<file path="src/rtl/instr_mem_arbiter.sv">
// instr_mem_arbiter: shares a single-port instruction memory between CPU fetch and a burst loader
module instr_mem_arbiter #(
  parameter int MEM_WORDS  = 32,
  parameter int IDX_W      = 5,
  parameter int STARVE_MAX = 4
) (
  input  logic             clk_i,
  input  logic             rst_i,
  input  logic             fetch_req_i,
  input  logic [31:0]      fetch_addr_i,
  output logic             fetch_gnt_o,
  output logic             fetch_rvalid_o,
  output logic [31:0]      fetch_rdata_o,
  output logic             fetch_err_o,
  input  logic             ld_req_i,
  input  logic [31:0]      ld_addr_i,
  input  logic [31:0]      ld_data_i,
  input  logic             ld_last_i,
  output logic             ld_gnt_o,
  output logic             mem_en_o,
  output logic             mem_we_o,
  output logic [IDX_W-1:0] mem_idx_o,
  output logic [31:0]      mem_wdata_o,
  input  logic [31:0]      mem_rdata_i,
  output logic             busy_o
);
  localparam int SW = $clog2(STARVE_MAX + 1);
  localparam logic [SW-1:0] SMAX = SW'(STARVE_MAX);
  typedef enum logic {IDLE, LOAD} state_t;
  state_t state, state_nx;
  logic [SW-1:0] starve;
  logic rvalid, err, f_bad, l_bad, ld_win, f_acc, l_acc;
  assign f_bad = |fetch_addr_i[1:0] || fetch_addr_i[31:2] >= 30'(MEM_WORDS);
  assign l_bad = |ld_addr_i[1:0] || ld_addr_i[31:2] >= 30'(MEM_WORDS);
  // Grants are gated by reset so every output reads 0 the moment reset asserts
  always_comb begin
    ld_win = state == LOAD ? ld_req_i : ld_req_i && (!fetch_req_i || starve == SMAX);
    ld_gnt_o = rst_i && ld_win;
    fetch_gnt_o = rst_i && state == IDLE && fetch_req_i && !ld_win;
    f_acc = fetch_gnt_o && !f_bad;
    l_acc = ld_gnt_o && !l_bad;
    mem_en_o = f_acc || l_acc;
    mem_we_o = l_acc;
    mem_idx_o = l_acc ? ld_addr_i[IDX_W+1:2] : f_acc ? fetch_addr_i[IDX_W+1:2] : '0;
    mem_wdata_o = l_acc ? ld_data_i : '0;
    state_nx = ld_gnt_o ? (ld_last_i ? IDLE : LOAD) : state;
  end
  always_ff @(posedge clk_i or negedge rst_i) begin
    if (!rst_i) begin
      state <= IDLE;
      starve <= '0;
      rvalid <= 1'b0;
      err <= 1'b0;
    end else begin
      state <= state_nx;
      starve <= ld_gnt_o ? '0 : (ld_req_i && starve != SMAX) ? starve + 1'b1 : starve;
      rvalid <= fetch_gnt_o;
      err <= fetch_gnt_o && f_bad;
    end
  end
  assign fetch_rvalid_o = rvalid;
  assign fetch_err_o = err;
  assign fetch_rdata_o = rvalid && !err ? mem_rdata_i : '0;
  assign busy_o = state == LOAD;
endmodule

</file>
<file path="config.mk">
export PLATFORM = sky130hd
export DESIGN_NAME = instr_mem_arbiter
export DESIGN_NICKNAME = d
export VERILOG_FILES = /design/src/rtl/instr_mem_arbiter.sv
export SDC_FILE = /design/constraint.sdc
export NUM_CORES = 1
export LEC_CHECK = 0
export BUFFER_PORTS_ARGS = -buffer_cell sky130_fd_sc_hd__buf_2
export CAP_MARGIN = 15
export CORE_AREA = 3 3 79 81
export CTS_CLUSTER_DIAMETER = 40
export DETAILED_ROUTE_END_ITERATION = 12
export DIE_AREA = 0 0 82 84
export SYNTH_ARGS = -nofsm -noshare
export SYNTH_HDL_FRONTEND = slang
export SYNTH_SLANG_ARGS = --single-unit
export TNS_END_PERCENT = 5
</file>
<file path="constraint.sdc">
create_clock -name clk_i -period 1.6 [get_ports clk_i]
set_clock_uncertainty 0.05 [all_clocks]
set_input_delay 0 -clock clk_i [delete_from_list [all_inputs] [get_ports clk_i]]
set_output_delay 0 -clock clk_i [all_outputs]
set_load 0.1 [all_outputs]
</file>
==> flow_summary.json <==
{
  "yosysTopAreaCell": "and2_1",
  "tightest_slew_ps": 504.5,
  "synth_cell_types": 22,
  "final_layout_size_suffix_gt1_share_pct": 85.96,
  "dr_total_vias": 1833,
  "wire_per_inst_um": 14.66,
  "rows": 27,
  "grt_pass1_vias": 1960,
  "r2r_setup_slack_ps": 260,
  "firstDrtPassIters": 4,
  "cellLeakagePower_uw": 0.001728,
  "cts-htree-levels": 1,
  "grt_overflow": 0,
  "r2r_start": "starve[1]",
  "grt_usage_pct": 16.88,
  "synth_top_area_share_pct": 41.94,
  "syn_nets": 267,
  "cp.required_ps": 1550,
  "ys_seq_area_share_pct": 15.48,
  "synth_area_um2": 969.7,
  "power.density_nw_per_um2": 443.3,
  "clk_pin_slew_ps": 40,
  "reg2reg_to": "fetch_err_o",
  "clkSinkCount": 6,
  "worstRegToRegCells": 6,
  "fillCellCount": 423,
  "whs_path_depth": 3,
  "globalplace.congestion": 0.7930,
  "hp-class": "in2reg",
  "antenna_found_initial": 0,
  "insertion_delay_ps": 230,
  "pin_count": 209,
  "drv_slew": 0,
  "crit_start": "starve[0]",
  "yosys_register_bits": 6,
  "cts_buffer_depth": 2,
  "setup_viol": 39,
  "layout_commonest_cell": "buf_2",
  "hpwlAfterDp_mm": 5.427,
  "status": "complete, but fails checks",
  "synth_area_leaders": "and2_1, dfrtp_1, nor4_1",
  "hold_ws_ps": 61.64,
  "die_w_um": 82,
  "whs_endpoint": "starve[1]",
  "start_util_pct": 17.50,
  "p_total_uw": 1605,
  "grt_max_degree": 18,
  "dieArea_um2": 6888,
  "violations": "negative setup slack",
  "n_antenna_cell": 0,
  "antenna_left": 0,
  "syn_area_per_cell_um2": 7.346,
  "die_y_um": 84,
  "timing.max_cap.violations": 0,
  "crit_arrival_ps": 1950,
  "layout.nets": 492,
  "fin_crit_sh_pct": 124.7,
  "drc": 0,
  "start_kind": "flop",
  "worstHoldStart": "ld_req_i",
  "crit_fanout": 9,
  "wirelength_mm": 6.275,
  "yosysWarnings": 0,
  "grt_setup_unrepaired": "yes",
  "grt_pass1_wl_mm": 9.025,
  "core_um2": 5540,
  "tritoncts": "yes",
  "relSlewSlack_pct": 66.60,
  "drtIter0Drc": 38,
  "end_kind": "output port",
  "fmax_mhz": 501.2,
  "worstSetupPathType": "reg2out",
  "root_buffer": "clkbuf_8",
  "timing.final.ws_setup_ps": -395.3,
  "finalHoldViolCount": 0,
  "area_growth_pct": 273.4,
  "via_per_inst": 4.283,
  "period_needed_ps": 1995,
  "ir_drop_v": 0.0004589,
  "io_buffer_count": 208,
  "numCtsBuffers": 3,
  "final_cell_mix": "buf_2, buf_12, and2_4",
  "synthCells": 132
}
report_power, final:
part | internal, uW | total [uW] | switching, uW | leakage, uW
registers | 201 | 251 | 50.4 | 0.0000759
logic | 461 | 1110 | 652 | 0.00163
clock network | 172 | 241 | 69.5 | 0.0000228
total | 833 | 1610 | 772 | 0.00173
metal layers:
| metal | up-vias | share of wire, % | global-route usage [%] |
|---|---|---|---|
| li1 | 899 | - | - |
| met3 | 9 | 10 | 3.672 |
| met4 | 0 | 1.7 | 5.287 |
| met1 | 810 | 29 | 15.52 |
| met5 | - | 0 | 0 |
| met2 | 115 | 59 | 34.53 |
sequential cells by signal, indices dropped and copies added, names as in the netlist:
register        flops
starve              3
busy_o              1
fetch_err_o         1
fetch_rvalid_o      1
worst max-delay path, stage by stage (launching register included):
cell       delay (ps)
dfrtp_1           390
inv_2              90
ha_4              150
nand2_4            60
a2111oi_4         370
buf_4             200
clkbuf_16         150
and2_4            150
buf_12            160
kinds of logic after synthesis:
logic type / synth area share [%]
compound gates: 11.49
xor+xnor: 0.9034
fa+ha+maj: 2.580
buf+inv: 5.806
flops: 15.48
simple gates: 63.74
metrics by stage:
| step | area, um^2 | cells | setup TNS [ps] | setup slack [ps] | utilization [%] |
|---|---|---|---|---|---|
| after CTS | 3578 | 425 | -13770 | -404.0 | 64.59 |
| final | 3621 | 428 | -13830 | -395.3 | 65.36 |
| after detailed placement | 3428 | 417 | -5446 | -180.7 | 61.88 |
| after global placement | 3428 | 417 | -3611 | -115.0 | 61.88 |
| after floorplan | 1136 | 132 | -30690 | -643.0 | - |
| after global routing | 3621 | 428 | -17240 | -473.3 | 65.36 |
layout make-up:
type | count | area [um^2] | area share (%)
inverters | 2 | 7.507 | 0.2073
repair buffers | 227 | 2335 | 64.48
multi-input cells | 117 | 989.7 | 27.33
flip-flops and latches | 6 | 153.9 | 4.250
well taps | 72 | 90.09 | 2.488
clock buffers | 4 | 45.04 | 1.244
synthesized netlist by cell type:
cell	count
a21oi_1	4
nor3_1	3
nor4_1	11
clkbuf_1	4
nand2_1	5
ha_1	2
and4b_1	1
nand3_1	3
dfrtp_1	6
and2_0	4
a32o_1	5
nor2b_1	3
xnor2_1	1
a2111oi_4	1
buf_6	3
nand4_1	2
nor2_1	4
a31oi_1	1
and2_1	65
inv_1	2
nor4_2	1
a21o_1	1
worst max-delay path by stage:
stage,to,slack [ps],cells past startpoint
2_1_floorplan,mem_idx_o[0],-640,4
4_1_cts,mem_wdata_o[13],-400,7
6_report,mem_wdata_o[28],-400,8
3_5_place_dp,mem_wdata_o[1],-180,7
5_1_grt,mem_wdata_o[23],-470,8
3_3_place_gp,mem_wdata_o[2],-120,7
what timing repair did:
item / 4_1_cts / 5_1_grt
hold buffers: 2 / 0
endpoints found under the setup margin: 40 / 41
pin swaps: 14 / 13
buffers inserted: 1 / 2
resized for setup: 21 / 19
endpoints found under the hold margin: 7 / 0
gates cloned: 1 / 1
No activity file was read; power rests on OpenSTA's default activity.
